`config.mk`:
```
export PLATFORM = sky130hd
export DESIGN_NAME = wddl_gate_bank
export DESIGN_NICKNAME = d
export VERILOG_FILES = /design/src/rtl/wddl_gate_bank.sv
export SDC_FILE = /design/constraint.sdc
export NUM_CORES = 1
export LEC_CHECK = 0
export BUFFER_PORTS_ARGS = -buffer_cell sky130_fd_sc_hd__buf_2
export CAP_MARGIN = 20
export CORE_MARGIN = 3
export CORE_UTILIZATION = 30
export CTS_BUF_LIST = sky130_fd_sc_hd__clkbuf_16
export DETAILED_ROUTE_END_ITERATION = 10
export PLACE_DENSITY_LB_ADDON = 0.08
export SLEW_MARGIN = 20
export SYNTH_ARGS = -nofsm -noshare
export SYNTH_HDL_FRONTEND = slang
export SYNTH_SLANG_ARGS = --single-unit
```
`constraint.sdc`:
```
create_clock -name clk -period 1.7 [get_ports clk]
set_input_delay 0.255 -clock clk [delete_from_list [all_inputs] [get_ports clk]]
set_output_delay 0.255 -clock clk [all_outputs]
set_load 0.005 [all_outputs]
```
`src/rtl/wddl_gate_bank.sv`:
```
// Bank of WDDL dual-rail gates (OR/AND/NOR/NAND) with precharge/evaluate sequencing.
// Latency: capture at edge k, result valid from cycle k+2+EVAL_CYCLES until taken.
// Backpressure: in_ready only in IDLE; result held stable in DONE while out_ready=0.
module wddl_gate_bank #(
  parameter int WIDTH       = 8,
  parameter int EVAL_CYCLES = 1
) (
  input  logic             clk,
  input  logic             rst_n,
  input  logic             in_valid,
  output logic             in_ready,
  input  logic [1:0]       op,
  input  logic [WIDTH-1:0] a_t,
  input  logic [WIDTH-1:0] a_f,
  input  logic [WIDTH-1:0] b_t,
  input  logic [WIDTH-1:0] b_f,
  output logic [WIDTH-1:0] y_t,
  output logic [WIDTH-1:0] y_f,
  output logic             out_valid,
  input  logic             out_ready,
  output logic [WIDTH-1:0] err_lane,
  output logic [15:0]      op_cnt
);

  typedef enum logic [1:0] {IDLE, PRE, EVAL, DONE} state_t;

  localparam logic [3:0] EVAL_LOAD = 4'(EVAL_CYCLES);

  state_t           state_q, state_d;
  logic [3:0]       eval_cnt_q, eval_cnt_d;
  logic [1:0]       op_q;
  logic [WIDTH-1:0] a_t_q, a_f_q, b_t_q, b_f_q;
  logic [WIDTH-1:0] res_t, res_f;
  logic [WIDTH-1:0] y_t_d, y_f_d;
  logic             accept;
  logic             take;

  assign in_ready  = (state_q == IDLE);
  assign out_valid = (state_q == DONE);
  assign accept    = in_valid && in_ready;
  assign take      = out_valid && out_ready;

  // Dual-rail gate evaluation from captured operands; negated ops only swap rails.
  always_comb begin
    res_t = '0;
    res_f = '0;
    case (op_q)
      2'b00: begin res_t = a_t_q | b_t_q; res_f = a_f_q & b_f_q; end
      2'b01: begin res_t = a_t_q & b_t_q; res_f = a_f_q | b_f_q; end
      2'b10: begin res_t = a_f_q & b_f_q; res_f = a_t_q | b_t_q; end
      default: begin res_t = a_f_q | b_f_q; res_f = a_t_q & b_t_q; end
    endcase
    // Lanes with invalid input rails stay in the precharge (0,0) code.
    res_t = res_t & ~err_lane;
    res_f = res_f & ~err_lane;
  end

  // Next-state logic for the precharge/evaluate wave and eval down-counter.
  always_comb begin
    state_d    = state_q;
    eval_cnt_d = eval_cnt_q;
    case (state_q)
      IDLE: if (accept) state_d = PRE;
      PRE: begin
        state_d    = EVAL;
        eval_cnt_d = EVAL_LOAD;
      end
      EVAL: begin
        if (eval_cnt_q <= 4'd1) begin
          state_d    = DONE;
          eval_cnt_d = 4'd0;
        end else begin
          eval_cnt_d = eval_cnt_q - 4'd1;
        end
      end
      default: if (take) state_d = IDLE;
    endcase
  end

  // Output rails: load on DONE entry, hold while in DONE, precharge otherwise.
  always_comb begin
    y_t_d = '0;
    y_f_d = '0;
    if (state_d == DONE) begin
      if (state_q == DONE) begin
        y_t_d = y_t;
        y_f_d = y_f;
      end else begin
        y_t_d = res_t;
        y_f_d = res_f;
      end
    end
  end

  // State, counters, operand capture and registered outputs.
  always_ff @(posedge clk) begin
    if (!rst_n) begin
      state_q    <= IDLE;
      eval_cnt_q <= 4'd0;
      op_q       <= 2'b00;
      a_t_q      <= '0;
      a_f_q      <= '0;
      b_t_q      <= '0;
      b_f_q      <= '0;
      err_lane   <= '0;
      y_t        <= '0;
      y_f        <= '0;
      op_cnt     <= 16'd0;
    end else begin
      state_q    <= state_d;
      eval_cnt_q <= eval_cnt_d;
      y_t        <= y_t_d;
      y_f        <= y_f_d;
      if (accept) begin
        op_q     <= op;
        a_t_q    <= a_t;
        a_f_q    <= a_f;
        b_t_q    <= b_t;
        b_f_q    <= b_f;
        err_lane <= ~(a_t ^ a_f) | ~(b_t ^ b_f);
      end
      if (take) op_cnt <= op_cnt + 16'd1;
    end
  end

endmodule

```
Yosys cells after proc, flatten, opt, wreduce, memory -nomap -nowiden
Index checks and enable logic that the tools add are counted.
{"block": "totals", "reg_bits": 80, "input_bits": 38, "output_inout_bits": 42, "word_cells": 46}
{"block": "op_classes", "add_sub_neg": 2, "magnitude_cmp": 1, "n_eq_ne": 6, "muxes": 8, "n_bitwise": 12, "reduce_logical": 6}
{"op": "8-bit one-hot mux with 3 select lines", "n": 2}
{"op": "8-bit AND", "n": 4}
{"op": "8-bit NOT", "n": 3}
{"op": "8-bit bitwise OR", "n": 3}
{"op": "16-bit by 1-bit adder with 16-bit output (second input constant)", "n": 1}
{"op": "8-bit bitwise XOR", "n": 2}
{"op": "2-bit == test (second input constant)", "n": 4}
{"op": "4-bit one-hot mux with 2 select lines", "n": 1}
{"op": "2-bit 2-to-1 mux", "n": 3}
{"op": "2-bit one-hot mux with 3 select lines", "n": 1}
{"op": "2-bit by 1-bit == test with 1-bit output (second input constant)", "n": 2}
{"op": "4-bit by 1-bit less-or-equal comparator with 1-bit output (second input constant)", "n": 1}
{"op": "2-bit logical NOT", "n": 2}
{"op": "4-bit 2-to-1 mux", "n": 1}
{"op": "4-bit by 1-bit subtractor with 4-bit output (second input constant)", "n": 1}
{"op": "1-bit logical AND", "n": 2}
{"op": "2-bit AND reduction", "n": 1}
{"op": "2-bit nonzero test", "n": 1}

Longest topological paths before layout
Gate-level depths: netlist of the first run.
{"block": "logic_depth", "depth_word": 6, "depth_mapped": 7, "depth_no_buf": 6}

Worst setup path after synthesis of the first run
No wires, ideal clock.
{"block": "synth_timing", "path_type": "reg2reg", "startpoint": "register state_q[0]", "endpoint": "register y_f[4]", "setup_time_ps": 124, "t_arrival_ps": 1496, "required_ps": 1576, "setup_slack_ps": 81, "stages_incl_launch_ff": 8, "path_buffers": 1, "synth_period_minus_slack_ps": 1619, "cell_sequence": "dfxtp_1 > inv_1 > ha_1 > nand2_1 > o41ai_4 > o2111ai_4 > buf_6 > nor2_2"}
{"block": "synth_via", "elab_chain_len": 6, "word_cells_on_any_way": 12, "classes_between": "eq/ne: 4; mux: 4; reduce/logical: 4"}
{"element": "from (decl)", "line_no": "29", "source": "state_t state_q, state_d;"}
{"element": "from (signal assigned)", "line_no": "110", "source": "state_q <= state_d;"}
{"element": "2-bit logical NOT *", "line_no": "38", "source": "assign in_ready = (state_q == IDLE);"}
{"element": "net in_ready", "line_no": "11", "source": "output logic in_ready,"}
{"element": "1-bit logical AND", "line_no": "40", "source": "assign accept = in_valid && in_ready;"}
{"element": "2-bit 2-to-1 mux", "line_no": "63", "source": "IDLE: if (accept) state_d = PRE;"}
{"element": "2-bit one-hot mux with 3 select lines *", "line_no": "62", "source": "case (state_q)"}
{"element": "2-bit == test *", "line_no": "84", "source": "if (state_d == DONE) begin"}
{"element": "2-bit AND reduction (no line) *"}
{"element": "to (signal assigned)", "line_no": "113", "source": "y_f <= y_f_d;"}
{"element": "to (decl)", "line_no": "18", "source": "output logic [WIDTH-1:0] y_f,"}
The timed path passes the listed nets; every way through them passes the cells marked *.
A chain may end at the register's enable or synchronous reset.

Final worst setup path of the first run
{"block": "layout_timing", "startpoint": "register eval_cnt_q[1]", "endpoint": "register y_f[7]"}
{"block": "layout_via", "elab_chain_len": 5}
{"element": "from (decl)", "line_no": "30", "source": "logic [3:0] eval_cnt_q, eval_cnt_d;"}
{"element": "from (signal assigned)", "line_no": "111", "source": "eval_cnt_q <= eval_cnt_d;"}
{"element": "4-bit by 1-bit less-or-equal comparator with 1-bit output", "line_no": "69", "source": "if (eval_cnt_q <= 4'd1) begin"}
{"element": "2-bit 2-to-1 mux", "line_no": "69"}
{"element": "2-bit one-hot mux with 3 select lines", "line_no": "62"}
{"element": "2-bit == test", "line_no": "84"}
{"element": "2-bit AND reduction (no line)"}
Every way passes these cells.

==> results of run 1 <==
registers in the layout, indices dropped and copies added, names as in the netlist:
signal and count:
b_t_q 8, y_f 8, y_t 8, eval_cnt_q 4, a_t_q 8, b_f_q 8, err_lane 8, a_f_q 8
op_q 2, state_q 2, op_cnt 16
cell usage after synthesis (2+ instances only):
library cell               instances
sky130_fd_sc_hd__or3_1             3
sky130_fd_sc_hd__nor3_1            5
sky130_fd_sc_hd__nand2_1          86
sky130_fd_sc_hd__nand2b_1          4
sky130_fd_sc_hd__dfxtp_1          80
sky130_fd_sc_hd__inv_1             6
sky130_fd_sc_hd__xor2_1           22
sky130_fd_sc_hd__clkbuf_1         12
sky130_fd_sc_hd__maj3_1           14
sky130_fd_sc_hd__nand3_1           4
sky130_fd_sc_hd__a21oi_1          39
sky130_fd_sc_hd__a311oi_1          8
sky130_fd_sc_hd__nand4_1           3
sky130_fd_sc_hd__mux2i_1           3
sky130_fd_sc_hd__buf_2             4
sky130_fd_sc_hd__nor2_1           47
sky130_fd_sc_hd__o32ai_1           3
sky130_fd_sc_hd__nor4_1            3
sky130_fd_sc_hd__inv_2             2
sky130_fd_sc_hd__buf_1             4
sky130_fd_sc_hd__o21ai_0           6
sky130_fd_sc_hd__ha_1              7
sky130_fd_sc_hd__and2_1            3
sky130_fd_sc_hd__xnor2_1           3
sky130_fd_sc_hd__a222oi_1         14
sky130_fd_sc_hd__and4_1            2
sky130_fd_sc_hd__nor2_2           10
sky130_fd_sc_hd__a22oi_1           2
what timing repair did:
item / in CTS / in global routing
setup endpoints to repair: 8 / 32
gates resized for setup: 2 / 11
hold buffers: 0 / 0
cloned: 0 / 1
pin swaps: 0 / 2
buffers inserted: 0 / 0
worst max-delay path by stage:
stage | startpoint | end | slack, ns | depth (start not counted)
6_report | eval_cnt_q[1]$_SDFFE_PN0P_ | y_f[7]$_SDFFE_PN0P_ | 0.1 | 7
5_1_grt | state_q[1]$_SDFF_PN0_ | op_cnt[14]$_SDFFE_PN0P_ | 0.003 | 6
4_1_cts | state_q[1]$_SDFF_PN0_ | op_cnt[14]$_SDFFE_PN0P_ | 0.04 | 6
3_5_place_dp | state_q[1]$_SDFF_PN0_ | y_t[0]$_SDFFE_PN0P_ | -0.003 | 6
3_3_place_gp | state_q[1]$_SDFF_PN0_ | y_t[1]$_SDFFE_PN0P_ | 0.05 | 6
2_1_floorplan | state_q[0]$_SDFF_PN0_ | y_f[4]$_SDFFE_PN0P_ | 0.08 | 7
where the power goes:
part / internal [mW] / switching, mW / leakage, nW / total, mW
Combinational: 0.859 / 1.16 / 1.08 / 2.02
Sequential: 2.15 / 0.214 / 0.653 / 2.37
Clock: 1.29 / 0.779 / 0.156 / 2.07
Total: 4.30 / 2.15 / 1.88 / 6.45
final cells by class:
type / count / area (um2) / share of cell area
clock buffers: 9 / 225 / 0.0489
clock inverters: 7 / 95.1 / 0.0207
inverters: 8 / 30.0 / 0.00653
multi-input cells: 306 / 1880 / 0.408
flip-flops and latches: 80 / 1610 / 0.349
well taps: 143 / 179 / 0.0389
repair buffers: 98 / 588 / 0.128
logic make-up after synthesis:
| kind of cell | count (synthesis) | share of synthesized area |
|---|---|---|
| adders and majority gates | 21 | 0.0637 |
| DFF | 80 | 0.448 |
| buffers and inverters | 29 | 0.0340 |
| muxes | 3 | 0.00840 |
| xor gates and xnor gates | 25 | 0.0613 |
| AOI/OAI and AO/OA | 81 | 0.165 |
| and+or+nand+nor | 176 | 0.219 |
through the flow:
| stage | std cells | TNS (ns) | utilization | setup WS, ns |
|---|---|---|---|---|
| 3_5_place_dp | 634 | -0.00265 | 0.366 | -0.00265 |
| 4_1_cts | 650 | 0 | 0.395 | 0.0386 |
| 5_1_grt | 651 | 0 | 0.400 | 0.00299 |
| 2_1_floorplan | 415 | 0 | - | 0.0810 |
| 3_3_place_gp | 634 | 0 | 0.366 | 0.0475 |
| 6_report | 651 | 0 | 0.400 | 0.0974 |
per-layer routing:
| layer | track usage | vias to the layer above | routed length (um) |
|---|---|---|---|
| met1 | 0.175 | 1500 | 4240 |
| li1 | - | 1622 | - |
| met4 | 0.0493 | 2 | 66 |
| met5 | 0 | - | 7 |
| met2 | 0.252 | 76 | 4640 |
| met3 | 0.0374 | 7 | 445 |
worst max-delay path, stage by stage (launching register included):
cell	delay, ns
sky130_fd_sc_hd__dfxtp_1	0.31
sky130_fd_sc_hd__inv_1	0.12
sky130_fd_sc_hd__ha_1	0.18
sky130_fd_sc_hd__nor2_2	0.06
sky130_fd_sc_hd__o41ai_4	0.35
sky130_fd_sc_hd__o2111ai_4	0.21
sky130_fd_sc_hd__clkbuf_16	0.22
sky130_fd_sc_hd__nor2_1	0.09
==> metrics.log, run 1 <==
INFO  metric run_status = finished, final reports clean
INFO  metric cts_made_buffers = 9
INFO  metric synthTopCellsByArea = sky130_fd_sc_hd__dfxtp_1 (45%), sky130_fd_sc_hd__nand2_1 (9.0%), sky130_fd_sc_hd__a21oi_1 (5.5%)
INFO  metric number_of_cells_traversed_by_the_worst_hold_path = 3
INFO  metric syn-mean-instance-area = 8.61 um2
INFO  metric hpwlAfterDp = 6730 um
INFO  metric finalHoldViolCount = 0
INFO  metric vdd.ir_drop.worst = 0.548 mV
INFO  metric clk_path_buf_depth = 2
INFO  metric dieArea = 13,300 um2
INFO  metric r2r_start = eval_cnt_q[1]$_SDFFE_PN0P_
INFO  metric wirelength = 9410 um
INFO  metric synth_cells = 415
INFO  metric critPathKind = flop to flop
INFO  metric layout.filler_cells = 1,204
INFO  metric ys_ff_latch = 80
INFO  metric worst-path-max-fanout = 8
INFO  metric initial_antenna_violation_count = 1
INFO  metric timing.critical_path.from_type = flop
INFO  metric n_antenna_cell = 0
INFO  metric clk_latency = 0.33 ns
INFO  metric relSlewSlack = 0.726
INFO  metric yosysWarningCount = 0
INFO  metric cts_root_buf = sky130_fd_sc_hd__clkbuf_16
INFO  metric firstDrtPassIters = 5
INFO  metric timing.final.max_slew_violations = 0
INFO  metric drv.max_cap_violation_count = 0
INFO  metric port_buffers = 79
INFO  metric routed_wire_length_per_instance = 14.4 um
INFO  metric synth.net_count = 460
INFO  metric floorplan.initialDensity = 0.310
INFO  metric gr-usage-all-layers = 0.145
INFO  metric timing.reg2reg.setup_slack = 0.1 ns
INFO  metric hold_path.startpoint = op[0]
INFO  metric finClkSkew = 0.00796 ns
INFO  metric yosys.area.top_type_share = 0.448
INFO  metric synth-edff-count = 0
INFO  metric dieWidth = 115 um
INFO  metric fin_area = 4600 um2
INFO  metric cts.clk_slew.worst_paths = 0.06 ns
INFO  metric worst_pin_slew = 0.411 ns
INFO  metric leakagePower = 1.88 nW
INFO  metric ys_types = 44
INFO  metric layout_worst_path_cycle_share = 0.943
INFO  metric most-common-layout-cells = sky130_fd_sc_hd__nand2_1 (85), sky130_fd_sc_hd__buf_2 (79), sky130_fd_sc_hd__dfxtp_1 (77), sky130_fd_sc_hd__nor2_1 (46), sky130_fd_sc_hd__a21oi_1 (39)
INFO  metric unrepaired_setup_endpoints_after_global_routing = no
INFO  metric first_pass_grt_wire_length = 15,300 um
INFO  metric die_h = 115 um
INFO  metric core_area = 11,500 um2
INFO  metric grt_pass1_vias = 3,163
INFO  metric post_route_cells_drive_above_1_share = 0.285
INFO  metric area_growth = 28.8%
INFO  metric io_pins = 80
INFO  metric layout.cells.most_common = sky130_fd_sc_hd__nand2_1
INFO  metric synth_ff_type = sky130_fd_sc_hd__dfxtp_1
INFO  metric row_count = 39
INFO  metric required = 1.96 ns
INFO  metric shortest_clock_period_the_worst_path_allows_after_layout = 1.60 ns
INFO  metric overflow = 0
INFO  metric power_density_normalized_to_cell_area = 1400 nW/um2
INFO  metric sink_count_of_the_clock_tree = 80
INFO  metric timing.final.setup_violations = 0
INFO  metric htreeDepth = 3
INFO  metric fmax = 624 MHz
INFO  metric detailroute.via_count = 3,207
INFO  metric antenna_left = 0
INFO  metric clock_tree_from_tritoncts = done
INFO  metric hp-class = input pin to flop
INFO  metric r2r_cells = 7
INFO  metric route.detailed.vias_per_inst = 4.93
INFO  metric netlist_area = 3570 um2
INFO  metric synth_largest_area_cell = sky130_fd_sc_hd__dfxtp_1
INFO  metric r2r_end = y_f[7]$_SDFFE_PN0P_
INFO  metric synth_sequential_area_ratio = 0.448
INFO  metric hold-path-endpoint = op_q[0]$_SDFFE_PN0P_
INFO  metric drt_drc_violations_left = 0
INFO  metric drt_iter0_drc = 198
INFO  metric whs = 0.159 ns
INFO  metric gp_congestion = 0.744
INFO  metric maximum_number_of_pins_on_one_net_before_global_route_repair = 51
INFO  metric synthArstFlopShare = 0
INFO  metric power.total = 6.45 mW
INFO  metric end_kind = flop
INFO  metric worst-endpoint-arrival = 1.87 ns
INFO  metric nNetsFinal = 548
INFO  metric area_after_dpl = 4220 um2
No activity file was read; power rests on OpenSTA's default activity.
==> run 2: changes to the inputs <==
- CTS_BUF_LIST: sky130_fd_sc_hd__clkbuf_16 -> sky130_fd_sc_hd__clkbuf_8 sky130_fd_sc_hd__clkbuf_16
- PLACE_DENSITY_LB_ADDON: 0.08 -> 0.05
==> metrics.log, run 2 (synthesis gave the netlist of run 1 again) <==
INFO  metric run_status = finished, final reports clean
INFO  metric finClkSkew = 0.00520 ns (-0.00277 ns)
INFO  metric timing.critical_path.from_type = flop
INFO  metric post-route-worst-setup-slack = 0.121 ns (+0.0241 ns)
INFO  metric preCtsSetupSlack = -0.000571 ns (+0.00208 ns)
INFO  metric port_buffers = 79 (unchanged)
INFO  metric cts_made_buffers = 9 (unchanged)
INFO  metric first_pass_grt_wire_length = 15,300 um (unchanged)
INFO  metric drt_iter0_drc = 210 (+6.1%)
INFO  metric critPathKind = flop to flop
INFO  metric gp_congestion = 0.760 (+2.1%)
INFO  metric antenna_left = 0 (unchanged)
INFO  metric dieWidth = 115 um (unchanged)
INFO  metric htreeDepth = 3 (unchanged)
INFO  metric drt_drc_violations_left = 0 (unchanged)
INFO  metric hpwlAfterDp = 7000 um (+4.0%)
INFO  metric sink_count_of_the_clock_tree = 80 (unchanged)
INFO  metric core_area = 11,500 um2 (unchanged)
INFO  metric required = 1.98 ns (+0.02 ns)
INFO  metric wirelength = 9570 um (+1.7%)
INFO  metric routed_wire_length_per_instance = 14.6 um (+1.4%)
INFO  metric io_pins = 80 (unchanged)
INFO  metric worst-endpoint-arrival = 1.86 ns (about the same)
INFO  metric most-common-layout-cells = sky130_fd_sc_hd__nand2_1 (86), sky130_fd_sc_hd__buf_2 (79), sky130_fd_sc_hd__dfxtp_1 (78), sky130_fd_sc_hd__nor2_1 (46), sky130_fd_sc_hd__a21oi_1 (39)
INFO  metric cts.clk_slew.worst_paths = 0.06 ns (about the same)
INFO  metric worst_pin_slew = 0.388 ns (-0.0233 ns)
INFO  metric finalHoldViolCount = 0 (unchanged)
INFO  metric layout.cells.most_common = sky130_fd_sc_hd__nand2_1
INFO  metric largest_reg_flops = 16 (unchanged)
INFO  metric detailroute.via_count = 3,178 (-0.90%)
INFO  metric area_after_dpl = 4270 um2 (+1.1%)
INFO  metric firstDrtPassIters = 4 (-1)
INFO  metric drv.max_cap_violation_count = 0 (unchanged)
INFO  metric fin_area = 4650 um2 (+1.1%)
INFO  metric clk_path_buf_depth = 2 (unchanged)
INFO  metric grt_pass1_vias = 2,997 (-5.2%)
INFO  metric maximum_number_of_pins_on_one_net_before_global_route_repair = 51 (unchanged)
INFO  metric layout.filler_cells = 1,202 (-0.17%)
INFO  metric initial_antenna_violation_count = 0 (-1)
INFO  metric hp-class = input pin to flop
INFO  metric clk_latency = 0.34 ns (about the same)
INFO  metric cts_root_buf = sky130_fd_sc_hd__clkbuf_16
INFO  metric shortest_clock_period_the_worst_path_allows_after_layout = 1.58 ns (-0.0241 ns)
INFO  metric timing.final.setup_violations = 0 (unchanged)
INFO  metric nNetsFinal = 550 (+0.36%)
INFO  metric die_h = 115 um (unchanged)
INFO  metric register_with_the_most_flip_flops = op_cnt
INFO  metric power_density_normalized_to_cell_area = 1400 nW/um2 (-0.44%)
INFO  metric dieArea = 13,300 um2 (unchanged)
INFO  metric unrepaired_setup_endpoints_after_global_routing = no
INFO  metric floorplan.initialDensity = 0.310 (unchanged)
INFO  metric leakagePower = 1.91 nW (+1.2%)
INFO  metric end_kind = flop
INFO  metric clock_tree_from_tritoncts = done
INFO  metric worst-path-max-fanout = 8 (unchanged)
INFO  metric relSlewSlack = 0.740 (+0.0140)
INFO  metric n_antenna_cell = 0 (unchanged)
INFO  metric timing.final.max_slew_violations = 0 (unchanged)
INFO  metric row_count = 39 (unchanged)
INFO  metric post-cts-setup-buffer-count = 0 (unchanged)
INFO  metric area_growth = 30.2%
INFO  metric overflow = 0 (unchanged)
INFO  metric vdd.ir_drop.worst = 0.631 mV (+15%)
INFO  metric post_route_cells_drive_above_1_share = 0.284 (-0.00112)
INFO  metric route.detailed.vias_per_inst = 4.87 (-1.2%)
INFO  metric layout_worst_path_cycle_share = 0.929 (-0.0142)
INFO  metric fmax = 634 MHz (+1.5%)
INFO  metric gr-usage-all-layers = 0.148 (+0.00292)
INFO  metric power.total = 6.50 mW (+0.67%)
run 2: power by group:
group | total (mW) | leakage (nW) | switching (mW) | internal (mW)
Clock | 2.04 | 0.163 | 0.746 | 1.29
Combinational | 2.07 | 1.09 | 1.16 | 0.903
Sequential | 2.39 | 0.653 | 0.235 | 2.16
run 2: path summary, 6_finish.rpt:
kind | startpoint | to | slack, ns | cells after the start
worst max register to register | state_q[0]$_SDFF_PN0_ | y_t[5]$_SDFFE_PN0P_ | 0.12 | 7
worst max-delay path | state_q[0]$_SDFF_PN0_ | y_t[5]$_SDFFE_PN0P_ | 0.12 | 7
worst min register to register | a_t_q[3]$_SDFFE_PN0P_ | a_t_q[3]$_SDFFE_PN0P_ | 0.46 | 2
worst min-delay path | op[0] | op_q[0]$_SDFFE_PN0P_ | 0.15 | 3
run 2: critical path, stage by stage, from the launching register on:
cell,delay (ns)
sky130_fd_sc_hd__dfxtp_2,0.37
sky130_fd_sc_hd__inv_2,0.07
sky130_fd_sc_hd__ha_2,0.32
sky130_fd_sc_hd__nor2b_1,0.12
sky130_fd_sc_hd__a31o_1,0.16
sky130_fd_sc_hd__o2111ai_4,0.17
sky130_fd_sc_hd__clkbuf_16,0.21
sky130_fd_sc_hd__nor2_2,0.10
run 2: through the flow:
| stage | TNS [ns] | hold WS (ns) | cells | util |
|---|---|---|---|---|
| 3_5_place_dp | -0.000571 | 0.452 | 637 | 0.370 |
| 2_1_floorplan | 0 | 0.391 | 415 | - |
| 6_report | 0 | 0.155 | 653 | 0.404 |
| 4_1_cts | 0 | 0.148 | 653 | 0.399 |
| 5_1_grt | 0 | 0.157 | 653 | 0.404 |
| 3_3_place_gp | 0 | 0.449 | 637 | 0.370 |
run 2: layer usage:
layer	track usage	wire, um	vias to the layer above
met3	0.0484	437	7
li1	-	-	1628
met1	0.185	4480	1473
met5	0	0	-
met4	0.0399	112	0
met2	0.247	4530	70
run 2: final cells by class:
| cell class | count | area (um2) | area share |
|---|---|---|---|
| multi-input cells | 306 | 1890 | 0.407 |
| inverters | 8 | 30.0 | 0.00645 |
| clock inverters | 3 | 38.8 | 0.00834 |
| flip-flops and latches | 80 | 1610 | 0.345 |
| clock buffers | 13 | 280 | 0.0602 |
| well taps | 143 | 179 | 0.0385 |
| repair buffers | 100 | 624 | 0.134 |
run 2: repair_timing:
| action | in CTS | in global routing |
|---|---|---|
| endpoints found under the hold margin | 0 | 0 |
| cloned | 0 | 1 |
| hold buffers | 0 | 0 |
| gates resized for setup | 2 | 12 |
| endpoints found under the setup margin | 1 | 30 |
| pin swaps | 0 | 0 |
==> run 3: changes to the inputs <==
- RECOVER_POWER: default -> 100
==> metrics.log, run 3 (synthesis gave the netlist of run 1 again) <==
INFO  metric run_status = finished, final reports clean
INFO  metric worst_pin_slew = 0.388 ns (+0.000787 ns)
INFO  metric hpwlAfterDp = 7000 um (unchanged)
INFO  metric dieArea = 13,300 um2 (unchanged)
INFO  metric unrepaired_setup_endpoints_after_global_routing = no
INFO  metric floorplan.initialDensity = 0.310 (unchanged)
INFO  metric drv.max_cap_violation_count = 0 (unchanged)
INFO  metric firstDrtPassIters = 4 (unchanged)
INFO  metric fin_area = 4590 um2 (-1.4%)
INFO  metric required = 1.98 ns (about the same)
INFO  metric register_with_the_most_flip_flops = op_cnt
INFO  metric cts_root_buf = sky130_fd_sc_hd__clkbuf_16
INFO  metric fmax = 632 MHz (-0.17%)
INFO  metric leakagePower = 1.78 nW (-6.7%)
INFO  metric clk_path_buf_depth = 2 (unchanged)
INFO  metric drt_drc_violations_left = 0 (unchanged)
INFO  metric grt_pass1_vias = 2,997 (unchanged)
INFO  metric antenna_left = 0 (unchanged)
INFO  metric dieWidth = 115 um (unchanged)
INFO  metric finalHoldViolCount = 0 (unchanged)
INFO  metric hp-class = input pin to flop
INFO  metric htreeDepth = 3 (unchanged)
INFO  metric most-common-layout-cells = sky130_fd_sc_hd__nand2_1 (86), sky130_fd_sc_hd__dfxtp_1 (78), sky130_fd_sc_hd__buf_2 (55), sky130_fd_sc_hd__nor2_1 (49), sky130_fd_sc_hd__a21oi_1 (39)
INFO  metric end_kind = flop
INFO  metric core_area = 11,500 um2 (unchanged)
INFO  metric cts.clk_slew.worst_paths = 0.06 ns (about the same)
INFO  metric worst-endpoint-arrival = 1.86 ns (about the same)
INFO  metric layout_worst_path_cycle_share = 0.930 (+0.00161)
INFO  metric post_route_cells_drive_above_1_share = 0.218 (-0.0667)
INFO  metric routed_wire_length_per_instance = 14.7 um (+0.21%)
INFO  metric dr.max_layer_used = met4
INFO  metric timing.final.setup_violations = 0 (unchanged)
INFO  metric io_pins = 80 (unchanged)
INFO  metric finClkSkew = 0.00539 ns (+0.000193 ns)
INFO  metric detailroute.via_count = 3,166 (-0.38%)
INFO  metric area_growth = 28.4%
INFO  metric clk_latency = 0.34 ns (about the same)
INFO  metric gr-usage-all-layers = 0.148 (unchanged)
INFO  metric sink_count_of_the_clock_tree = 80 (unchanged)
INFO  metric die_h = 115 um (unchanged)
INFO  metric post-cts-setup-buffer-count = 0 (unchanged)
INFO  metric whs = 0.157 ns (+0.00215 ns)
INFO  metric power_density_normalized_to_cell_area = 1410 nW/um2 (+0.90%)
INFO  metric maximum_number_of_pins_on_one_net_before_global_route_repair = 51 (unchanged)
INFO  metric met2WireLength = 4520 um (-0.20%)
INFO  metric relSlewSlack = 0.740 (about the same)
INFO  metric wirelength = 9590 um (+0.21%)
INFO  metric met3_length = 456 um (+4.3%)
INFO  metric critPathKind = flop to flop
INFO  metric route.detailed.vias_per_inst = 4.85 (-0.38%)
INFO  metric n_antenna_cell = 0 (unchanged)
INFO  metric layout.cells.most_common = sky130_fd_sc_hd__nand2_1
INFO  metric timing.critical_path.from_type = flop
INFO  metric nNetsFinal = 550 (unchanged)
INFO  metric overflow = 0 (unchanged)
INFO  metric timing.final.max_slew_violations = 0 (unchanged)
INFO  metric first_pass_grt_wire_length = 15,300 um (unchanged)
INFO  metric clock_tree_from_tritoncts = done
INFO  metric met1Wirelength = 4490 um (+0.25%)
INFO  metric vdd.ir_drop.worst = 0.631 mV (about the same)
INFO  metric area_after_dpl = 4270 um2 (unchanged)
INFO  metric drt_iter0_drc = 231 (+10%)
INFO  metric largest_reg_flops = 16 (unchanged)
INFO  metric initial_antenna_violation_count = 0 (unchanged)
INFO  metric gp_congestion = 0.760 (unchanged)
INFO  metric worst-path-max-fanout = 8 (unchanged)
INFO  metric shortest_clock_period_the_worst_path_allows_after_layout = 1.58 ns (+0.00274 ns)
INFO  metric cts_made_buffers = 9 (unchanged)
INFO  metric port_buffers = 79 (unchanged)
INFO  metric row_count = 39 (unchanged)
run 3: changes by cell type in the layout (fill, tap and decap cells not counted), sizes merged:
cell    delta
buf       -26
clkbuf    +26
run 3: area by class of cell:
cell class	count	area (um2)
Multi-Input combinational cell	306	1870
Inverter	8	30.0
Timing Repair Buffer	100	579
Fill cell	1220	6930
Clock inverter	3	38.8
Tap cell	143	179
Sequential cell	80	1610
Clock buffer	13	280
run 3: power by group:
group	leakage [nW]	total (mW)	switching, mW	internal (mW)
logic	0.964	2.03	1.15	0.878
registers	0.653	2.40	0.237	2.16
clock network	0.163	2.03	0.745	1.29
total	1.78	6.46	2.13	4.33
run 3: worst max-delay path: stages (launching register included):
cell and delay (ns):
sky130_fd_sc_hd__dfxtp_4 0.39, sky130_fd_sc_hd__inv_1 0.05, sky130_fd_sc_hd__ha_2 0.32, sky130_fd_sc_hd__nor2b_1 0.12, sky130_fd_sc_hd__a31o_1 0.16, sky130_fd_sc_hd__o2111ai_4 0.17, sky130_fd_sc_hd__clkbuf_16 0.21, sky130_fd_sc_hd__nor2_1 0.10
run 3: timing repair:
action                                  in CTS  in global routing
resized for setup                            2                 12
endpoints found under the setup margin       1                 30
hold buffers                                 0                  0
cloned                                       0                  1
run 3: stage by stage:
stage	std cells	setup TNS (ns)	power, mW	util	setup WS, ns
detailed placement	637	-0.000571	4.39	0.370	-0.000571
global placement	637	0	4.36	0.370	0.0500
CTS	653	0	6.47	0.399	0.0501
floorplan	415	0	3.67	-	0.0810
global route	653	0	6.94	0.398	0.0148
finish	653	0	6.46	0.398	0.119
run 3: per-layer routing:
layer  vias to the layer above  global-route usage
met4                         0              0.0399
li1                       1629                   -
met2                        72               0.247
met1                      1458               0.185
met3                         7              0.0484
met5                         -                   0
run 3: worst paths after layout:
check	startpoint	end	slack, ns	cells after the start
worst max-delay path	state_q[1]$_SDFF_PN0_	y_t[4]$_SDFFE_PN0P_	0.12	7
worst min-delay path	op[0]	op_q[0]$_SDFFE_PN0P_	0.16	3
worst max register to register	state_q[1]$_SDFF_PN0_	y_t[4]$_SDFFE_PN0P_	0.12	7
worst min register to register	a_t_q[3]$_SDFFE_PN0P_	a_t_q[3]$_SDFFE_PN0P_	0.46	2
